File: src/rtl/sdio_crc_lanes.sv
// Multi-lane serial CRC engine for SDIO: per-lane accumulate, then MSB-first shift-out.
// Define SDIO_CRC_CHECK_EN to add the receive-side CRC check (crc_chk/crc_err/crc_chk_vld).
module sdio_crc_lanes #(
  parameter int               LANES = 4,
  parameter int               CRC_W = 16,
  parameter logic [CRC_W-1:0] POLY  = 16'h1021
) (
  input  logic                   sd_clk,
  input  logic                   rstn,
  input  logic                   sd_rst,
  input  logic                   crc_rst,
  input  logic                   crc_din_en,
  input  logic [LANES-1:0]       crc_din,
  input  logic                   crc_out_start,
`ifdef SDIO_CRC_CHECK_EN
  input  logic                   crc_chk,
  output logic [LANES-1:0]       crc_err,
  output logic                   crc_chk_vld,
`endif
  output logic [LANES*CRC_W-1:0] crc,
  output logic [LANES-1:0]       crc_dout,
  output logic                   crc_dout_vld,
  output logic                   crc_out_done,
  output logic                   busy
);

  // state | meaning
  // IDLE  | accumulate serial data; accept shift-out start (or check)
  // SHIFT | present CRC MSB-first on all lanes, one bit per cycle

  localparam int CNT_W = $clog2(CRC_W);
  localparam logic [CNT_W-1:0] CNT_LOAD = CNT_W'(CRC_W - 1);

  typedef enum logic {IDLE, SHIFT} state_t;

  state_t                   state, state_nxt;
  logic [LANES*CRC_W-1:0]   crc_q, crc_nxt;
  logic [CNT_W-1:0]         cnt_q, cnt_nxt;
  logic [LANES-1:0]         dout_q, dout_nxt;
  logic                     vld_q, vld_nxt;
  logic                     done_q, done_nxt;
  logic [LANES-1:0]         shf_dout;
  logic [LANES*CRC_W-1:0]   shf_crc;
  logic [LANES*CRC_W-1:0]   upd_crc;
`ifdef SDIO_CRC_CHECK_EN
  logic [LANES-1:0]         err_q, err_nxt;
  logic                     chk_vld_q, chk_vld_nxt;
`endif

  function automatic logic [CRC_W-1:0] crc_step(input logic [CRC_W-1:0] cur,
                                                input logic din);
    logic fb;
    fb = cur[CRC_W-1] ^ din;
    return {cur[CRC_W-2:0], 1'b0} ^ (fb ? POLY : '0);
  endfunction

  // Per-lane views shared by the start edge and the SHIFT cycles.
  always_comb begin
    shf_dout = '0;
    shf_crc  = '0;
    upd_crc  = '0;
    for (int l = 0; l < LANES; l++) begin
      shf_dout[l]                = crc_q[l*CRC_W + CRC_W - 1];
      shf_crc[l*CRC_W +: CRC_W]  = {crc_q[l*CRC_W +: CRC_W-1], 1'b0};
      upd_crc[l*CRC_W +: CRC_W]  = crc_step(crc_q[l*CRC_W +: CRC_W], crc_din[l]);
    end
  end

  always_comb begin
    state_nxt = state;
    crc_nxt   = crc_q;
    cnt_nxt   = cnt_q;
    dout_nxt  = '0;
    vld_nxt   = 1'b0;
    done_nxt  = 1'b0;
`ifdef SDIO_CRC_CHECK_EN
    err_nxt     = err_q;
    chk_vld_nxt = 1'b0;
`endif
    if (sd_rst || crc_rst) begin
      state_nxt = IDLE;
      crc_nxt   = '0;
      cnt_nxt   = '0;
`ifdef SDIO_CRC_CHECK_EN
      err_nxt   = '0;
`endif
    end else begin
      case (state)
        IDLE: begin
`ifdef SDIO_CRC_CHECK_EN
          if (crc_chk) begin
            for (int l = 0; l < LANES; l++)
              err_nxt[l] = |crc_q[l*CRC_W +: CRC_W];
            chk_vld_nxt = 1'b1;
            crc_nxt     = '0;
          end else
`endif
          if (crc_out_start) begin
            // First bit is registered on the start edge so vld rises the next cycle.
            state_nxt = SHIFT;
            cnt_nxt   = CNT_LOAD;
            vld_nxt   = 1'b1;
            dout_nxt  = shf_dout;
            crc_nxt   = shf_crc;
          end else if (crc_din_en) begin
            crc_nxt = upd_crc;
          end
        end
        SHIFT: begin
          if (cnt_q == '0) begin
            state_nxt = IDLE;
          end else begin
            vld_nxt  = 1'b1;
            dout_nxt = shf_dout;
            crc_nxt  = shf_crc;
            cnt_nxt  = cnt_q - 1'b1;
            done_nxt = (cnt_q == CNT_W'(1));
          end
        end
        default: state_nxt = IDLE;
      endcase
    end
  end

  always_ff @(posedge sd_clk or negedge rstn) begin
    if (!rstn) state <= IDLE;
    else       state <= state_nxt;
  end

  always_ff @(posedge sd_clk or negedge rstn) begin
    if (!rstn) begin
      crc_q  <= '0;
      cnt_q  <= '0;
      dout_q <= '0;
      vld_q  <= 1'b0;
      done_q <= 1'b0;
`ifdef SDIO_CRC_CHECK_EN
      err_q     <= '0;
      chk_vld_q <= 1'b0;
`endif
    end else begin
      crc_q  <= crc_nxt;
      cnt_q  <= cnt_nxt;
      dout_q <= dout_nxt;
      vld_q  <= vld_nxt;
      done_q <= done_nxt;
`ifdef SDIO_CRC_CHECK_EN
      err_q     <= err_nxt;
      chk_vld_q <= chk_vld_nxt;
`endif
    end
  end

  assign crc          = crc_q;
  assign crc_dout     = dout_q;
  assign crc_dout_vld = vld_q;
  assign crc_out_done = done_q;
  assign busy         = (state == SHIFT);
`ifdef SDIO_CRC_CHECK_EN
  assign crc_err      = err_q;
  assign crc_chk_vld  = chk_vld_q;
`endif

endmodule

File: config.mk
export PLATFORM = sky130hd
export DESIGN_NAME = sdio_crc_lanes
export DESIGN_NICKNAME = d
export VERILOG_FILES = /design/src/rtl/sdio_crc_lanes.sv
export SDC_FILE = /design/constraint.sdc
export NUM_CORES = 1
export LEC_CHECK = 0
export BUFFER_PORTS_ARGS = -buffer_cell sky130_fd_sc_hd__buf_2
export CELL_PAD_IN_SITES_DETAIL_PLACEMENT = 1
export CELL_PAD_IN_SITES_GLOBAL_PLACEMENT = 2
export CORE_MARGIN = 1.5
export CORE_UTILIZATION = 35
export DETAILED_ROUTE_END_ITERATION = 12
export GPL_TIMING_DRIVEN = 0
export PLACE_DENSITY_LB_ADDON = 0.1
export REMOVE_ABC_BUFFERS = 1
export SKIP_CTS_REPAIR_TIMING = 1
export SLEW_MARGIN = 25
export SYNTH_ARGS = -nofsm -noshare
export SYNTH_HDL_FRONTEND = slang
export SYNTH_SLANG_ARGS = --single-unit
File: constraint.sdc
create_clock -name sd_clk -period 3.7 [get_ports sd_clk]
set_input_delay 1.11 -clock sd_clk [delete_from_list [all_inputs] [get_ports sd_clk]]
set_output_delay 1.11 -clock sd_clk [all_outputs]
set_load 0.1 [all_outputs]
# Yosys cells after proc, flatten, opt, wreduce, memory -nomap -nowiden
# Cells that the tools add are included.
[word_totals] out_inout_bits=71 ff_bits=74 in_bits=10
[classes] addsub=1 eq_ne=4 mux=24 n_reduce_logical=4 n_bitwise=9
[ops] op="64-bit two-way mux" n=4
[ops] op="64-bit one-hot mux with 2 select lines" n=1
[ops] op="16-bit by 13-bit bitwise XOR with 16-bit output" n=4
[ops] op="13-bit two-way mux" n=4
[ops] op="4-bit two-way mux" n=6
[ops] op="4-bit one-hot mux with 2 select lines" n=2
[ops] op="1-bit two-way mux" n=6
[ops] op="3-bit != test, second input constant" n=2
[ops] op="4-bit by 1-bit == test with 1-bit output, second input constant" n=1
[ops] op="4-bit logical NOT" n=1
[ops] op="4-bit != test, second input constant" n=1
[ops] op="2-bit AND reduction" n=2
[ops] op="4-bit by 1-bit subtractor with 4-bit output, second input constant" n=1
[ops] op="1-bit bitwise XOR" n=4
[ops] op="1-bit one-hot mux with 2 select lines" n=1
[ops] op="1-bit logical OR" n=1
[ops] op="1-bit inverter" n=1

# Longest topological paths before layout
# Gate-level depths: netlist (run 1).
[depth] depth_word=7 depth_mapped=8 depth_no_buf=6

# Worst setup path after synthesis (run 1)
# OpenSTA, ideal clock, no wires.
[synth_timing] path_type="register to output" from="register vld_q (netlist: crc_dout_vld)" to="output port crc_dout_vld" arrival_time_ns=1.356 path_stages_with_launch=2 slack_ns=1.234 t_required_ns=2.590 path_buffers=1 cell_sequence="dfrtp_1 buf_4"
[synth_lines] element="start: declaration" line="40" source="logic vld_q, vld_nxt;"
[synth_lines] element="start signal: assignment" line="145" source="vld_q <= vld_nxt;"
[synth_lines] element="end: declaration" line="22" source="output logic crc_dout_vld,"
# No word-level cell between the ends.

==> metrics.md, run 1 <==
| Metric | Value |
|---|---|
| Total power | 0.00190 W |
| Number of max-cap violations | 0 |
| Placed inst area | 0.00391 mm^2 |
| Remaining DRCs | 0 |
| Layout Skew | 8.32 ps |
| Lkg Pwr | 1.89 nW |
| Core ar. | 0.00933 mm^2 |
| Share of cells above drive strength 1 | 37.9% |
| Starting Density | 36.3% |
| Synth Cell Area | 0.00339 mm^2 |
| Seq/Total Area, Yosys | 54.6% |
| Initial DRC count | 59 |
| CP arrival | 1490 ps |
| First-pass GRT wire length | 13.6 mm |
| Final worst slack | 1100 ps |
| Drt first pass iters | 4 |
| Mean Syn Cell Area | 10.2 um^2 |
| Antenna diodes | 0 |
| Overall routed net length | 8.27 mm |
| Startpoint types | register |
| Final RePlAce weighted congestion | 0.697 |
| Commonest non-fill, non-tap cell in the layout | nand2_1 |
| Period minus WS final | 2600 ps |
| Die Y | 101 um |
| Die Wd | 101 um |
| CTS root buf | clkbuf_8 |
| Slew HR | 37.4% |
| Worst IR Drop VDD | 0.165 mV |
| Multi-input gate area | 0.00133 mm^2 |
| CP cell instances | buf_2 |
| Finished Cell Area | 0.00417 mm^2 |
| Fmax | 385 MHz |
| Placed insts | 522 |
| Ys Warns | 0 |
| IO buf count | 80 |
| WP data required | 2590 ps |
| Clock slew at reported path FFs | 80 ps |
| HPWL after DPL | 5.45 mm |
| Worst path bufs/invs | 1 |
| Die area | 0.0103 mm^2 |
| Endpoints failing setup | 0 |
| Slew @ Worst Pin | 936 ps |
| Global route total overflow | 0 |
| Critical path's top delay family | flip-flops |
| Cts bufs inserted | 9 |
| Number of global-route vias before repair | 2653 |
| Clock sinks | 74 |
| Worst skew pair latency | 340 ps |
| Slew Limit Fails | 0 |
| Post-route clock period utilization | 70.2% |
| Initial antenna violation count | 0 |
| Mapped Cells | 331 |
| DR vias/cell | 4.80 |
| Status | finished, final reports clean |
| Number of synthesized flops with an enable pin | 0 |
| Largest net degree at the start of global routing | 40 |
| Distinct cells, synth | 32 |
| Critical Path Slowest Stage Cell | dfrtp_1 |
| Crit path max fanout | 12 |
| Placement Setup Slack | 947 ps |
| CTS H-tree lvls | 3 |
| Worst Setup End Kind | output port |
| Worst hold path class | register to register |
| Synth-to-layout area growth | 23.1% |
| Register area | 0.00185 mm^2 |
| Final antenna-violating net count | 0 |
| Setup TNS | 0 ps |
| CTS tree | built |
| Wire length per cell | 15.4 um |
| Most frequent cells in the layout | 104 x nand2_1, 79 x buf_2, 74 x dfrtp_1 |
| P per Cell Area | 456 mW/mm^2 |
| CTS Buffer Depth | 2 |
| Via count | 2585 |
| Filler Cell Count | 1056 |
| FFs w/ async S/R, synth | 100% |
| Fin cells | 538 |
| All-layer global routing usage | 17.0% |
| Nets | 416 |
| RSZ-0062 raised after global routing | no |
| Critical Path Max Stage Delay | 640 ps |
| Main synth FF type | dfrtp_1 |
| # IOs | 81 |
| Yosys reg bits | 74 |
| Type of the worst setup path | register to output port |
| Hold Violations, Final | 0 |
| FP Rows | 35 |
-- state kept, by name (all words and copies together) (netlist names) --
register      flops
crc_dout          4
crc_dout_vld      1
crc              64
cnt_q             4
crc_out_done      1
-- layout make-up --
| class | instances | share of cell area [%] |
|---|---|---|
| inverter | 2 | 0.180 |
| timing repair buffer | 86 | 13.2 |
| clock inverter | 5 | 3.00 |
| clock buffer | 11 | 3.39 |
| sequential | 74 | 44.4 |
| multi-input combinational | 231 | 32.0 |
| tap | 129 | 3.87 |
-- where the power goes --
group	internal, W	total, W	switching [W]	leakage [nW]
registers	0.000819	0.000831	0.0000122	1.03
logic	0.0000613	0.000238	0.000177	0.726
clock network	0.000534	0.000833	0.000299	0.134
-- per-stage QoR --
stage / util [%] / hold slack [ps]
floorplan: - / 555
global placement: 40.2 / 523
detailed placement: 41.9 / 539
CTS: 44.7 / 547
global route: 44.7 / 563
finish: 44.7 / 537
-- metal layers --
metal  vias to the layer above  wire length [um]  GRT usage (%)
met5                         -                 0              0
met3                         8               303           3.17
met4                         0                73           5.77
li1                       1223                 -              -
met2                        49              3980           27.3
met1                      1305              3910           23.2
-- cell usage after synthesis, types with 2 or more instances --
cell      count  area, um^2
inv_1         2        7.51
buf_12        5         100
dfrtp_1      74        1850
ha_1          2        25.0
buf_6         2        22.5
o21ai_1       6        30.0
and3_1        4        25.0
o21ai_0       4        20.0
nor3_1        2        10.0
nand2_1     104         390
nor2_1        7        26.3
nand2b_1      2        12.5
a21oi_2      40         350
xnor2_1      12         105
buf_2         7        35.0
clkbuf_1      9        33.8
o21bai_1      2        15.0
a21oi_1      25         125
nand2_2       9        56.3
-- logic make-up after synthesis --
kind of cell | synth area share, %
xor gates and xnor gates | 3.10
AOI/OAI and AO/OA | 18.5
adders and majority gates | 0.738
and+or+nand+nor | 16.9
DFF | 54.6
buffers and inverters | 6.09
-- worst paths after layout --
path | startpoint | endpoint | slack (ps) | depth (start not counted)
min in group asynchronous | rstn | cnt_q[2] | 730 | 1
worst max-delay path | crc_dout_vld | busy | 1100 | 1
worst min register to register | crc[17] | crc[18] | 540 | 2
worst max register to register | crc_dout_vld | crc[53] | 1470 | 5
worst min-delay path | crc[17] | crc[18] | 540 | 2
max in group asynchronous | rstn | crc[56] | 2390 | 2
No activity file was read; power rests on OpenSTA's default activity.
==> run 2: changes to the inputs <==
--- a/config.mk
+++ b/config.mk
@@ -9,7 +9,7 @@
 export CELL_PAD_IN_SITES_DETAIL_PLACEMENT = 1
 export CELL_PAD_IN_SITES_GLOBAL_PLACEMENT = 2
 export CORE_MARGIN = 1.5
-export CORE_UTILIZATION = 35
+export CORE_UTILIZATION = 33
 export DETAILED_ROUTE_END_ITERATION = 12
 export GPL_TIMING_DRIVEN = 0
 export PLACE_DENSITY_LB_ADDON = 0.1
==> constraint.sdc (replaced) <==
create_clock -name sd_clk -period 2.41 [get_ports sd_clk]
set_input_delay 0.723 -clock sd_clk [delete_from_list [all_inputs] [get_ports sd_clk]]
set_output_delay 0.723 -clock sd_clk [all_outputs]
set_load 0.1 [all_outputs]
==> run 2 against run 1 <==
  * Sequential share of layout area up 0.16 points
  * Non-clock buffer count up 2
  * Global-route usage down 0.91 points
  * Sequential power up 54%
  * Sequential cell count unchanged
  * Critical endpoint unchanged
  * Highest routed layer unchanged
==> metrics.md, run 2 (synthesis results as in run 1) <==
| Metric | Value |
|---|---|
| Number of global-route vias before repair | 2585 (-2.6%) |
| Core ar. | 0.00986 mm^2 (+5.8%) |
| Endpoints failing setup | 0 (unchanged) |
| Antenna diodes | 0 (unchanged) |
| Synth-to-layout area growth | 22.7% |
| Drt first pass iters | 4 (unchanged) |
| Critical Path Slowest Stage Cell | dfrtp_1 |
| Initial antenna violation count | 0 (unchanged) |
| Wire length per cell | 15.5 um (+0.76%) |
| CTS H-tree lvls | 3 (unchanged) |
| Die Y | 104 um (+2.9%) |
| Worst hold path class | input pin to async pin |
| Slew Limit Fails | 0 (unchanged) |
| Number of flip-flops in the largest register | 64 (unchanged) |
| Clk network pwr share | 37.7% (-6.1 points) |
| Most frequent cells in the layout | 104 x nand2_1, 79 x buf_2, 74 x dfrtp_1 |
| Type of the worst setup path | register to output port |
| Final Util | 42.2% (-2.6 points) |
| Global route total overflow | 0 (unchanged) |
| Worst path bufs/invs | 1 (unchanged) |
| Register share of total power | 48.1% (+4.4 points) |
| Slew @ Worst Pin | 649 ps (-287 ps) |
| Layout Skew | 7.06 ps (-1.26 ps) |
| Switching pwr | 0.000766 W (+57%) |
| Slew HR | 56.7% (+19 points) |
| Share of cells above drive strength 1 | 38.8% (+0.94 points) |
| Initial DRC count | 85 (+44%) |
| Via count | 2576 (-0.35%) |
| CTS Buffer Depth | 2 (unchanged) |
| Lkg Pwr | 1.88 nW (-0.53%) |
| Cell Int Power | 0.00189 W (+33%) |
| WP data required | 1690 ps (-900 ps) |
| Commonest non-fill, non-tap cell in the layout | nand2_1 |
| Die area | 0.0109 mm^2 (+5.9%) |
| Overall routed net length | 8.44 mm (+2.1%) |
| Worst IR Drop VDD | 0.205 mV (+24%) |
| Cts bufs inserted | 9 (unchanged) |
| P per Cell Area | 638 mW/mm^2 (+40%) |
| Filler Cell Count | 1158 (+9.7%) |
| Hold Violations, Final | 0 (unchanged) |
| Nets | 419 (+0.72%) |
| All-layer global routing usage | 16.1% (-0.91 points) |
| Post-route clock period utilization | 94.3% |
| Worst skew pair latency | 340 ps (about the same) |
| CTS tree | built |
| Worst Setup End Kind | output port |
| Startpoint types | register |
| CTS root buf | clkbuf_8 |
| HPWL after DPL | 5.42 mm (-0.63%) |
| Number of max-cap violations | 0 (unchanged) |
| Remaining DRCs | 0 (unchanged) |
| Largest net degree at the start of global routing | 42 (+5.0%) |
| Starting Density | 34.4% (-2.0 points) |
| Clock slew at reported path FFs | 80 ps (about the same) |
| Final RePlAce weighted congestion | 0.682 (-2.3%) |
| IO buf count | 80 (unchanged) |
| DR vias/cell | 4.73 (-1.6%) |
| Fmax | 440 MHz |
| Crit path max fanout | 13 (+1) |
| # IOs | 81 (unchanged) |
| WP depth | 1 (unchanged) |
| Clock sinks | 74 (unchanged) |
| Critical Path Max Stage Delay | 680 ps (+40 ps) |
| Critical path's top delay family | flip-flops |
| Comb pwr share | 14.3% (+1.8 points) |
| Status | finished, final reports clean |
| Final antenna-violating net count | 0 (unchanged) |
| Sw Ratio | 28.9% (+3.2 points) |
| Die Wd | 104 um (+2.9%) |
| Period minus WS final | 2270 ps |
| First-pass GRT wire length | 13.8 mm (+1.6%) |
| Total power | 0.00265 W (+40%) |
| FP Rows | 36 (+2.9%) |
| CP arrival | 1550 ps (+60 ps) |
| CP cell instances | buf_2 |
| FF-to-FF path depth | 5 (unchanged) |
[run 2: cell count changes in the layout (fill, tap and decap cells not counted), moves of 2 or more]
cell and change:
bufinv_16 -3, clkinv_2 +2, buf_8 +2, buf_12 -2
[run 2: power by group through the flow]
stage | registers, W | logic (W) | clock network (W)
2_1_floorplan | 0.00139 | 0.000128 | 0
4_1_cts | 0.00128 | 0.000379 | 0.00104
5_1_grt | 0.00128 | 0.000409 | 0.00109
3_3_place_gp | 0.00130 | 0.000325 | 0
3_5_place_dp | 0.00130 | 0.000378 | 0
6_report | 0.00128 | 0.000379 | 0.000999
[run 2: layer usage]
| metal | routed length [um] | GRT usage, % | vias to the layer above |
|---|---|---|---|
| met1 | 4160 | 23.0 | 1283 |
| met3 | 311 | 3.13 | 10 |
| met2 | 3820 | 23.4 | 51 |
| met4 | 144 | 7.14 | 0 |
| met5 | 0 | 0 | - |
| li1 | - | - | 1232 |
[run 2: area by class of cell]
type                       instances  area [um^2]  area share (%)
sequential                        74         1850            44.5
clock inverter                     5         52.6            1.26
clock buffer                      11          151            3.64
tap                              133          166            4.00
timing repair buffer              88          578            13.9
inverter                           2         7.51           0.181
multi-input combinational        232         1350            32.5
[run 2: worst paths after layout]
kind / to / from / slack, ps
worst max register to register: crc[12] / crc_dout_vld / 180
worst max-delay path: busy / crc_dout_vld / 140
worst min register to register: crc[24] / crc[23] / 540
max in group asynchronous: crc[7] / rstn / 1510
worst min-delay path: cnt_q[3] / rstn / 340
min in group sd_clk: crc[24] / crc[23] / 540
[run 2: stage by stage]
| stage | area (um^2) | hold slack (ps) | std cells | setup slack, ps | TNS (ps) |
|---|---|---|---|---|---|
| after floorplan | 3190 | 427 | 307 | -976 | -63210 |
| after global placement | 3760 | 522 | 520 | -667 | -40250 |
| after detailed placement | 3930 | 533 | 527 | -175 | -3300 |
| after CTS | 4130 | 341 | 543 | 27.1 | 0 |
| after global routing | 4160 | 360 | 545 | -19.2 | -26.8 |
| final | 4160 | 335 | 545 | 136 | 0 |
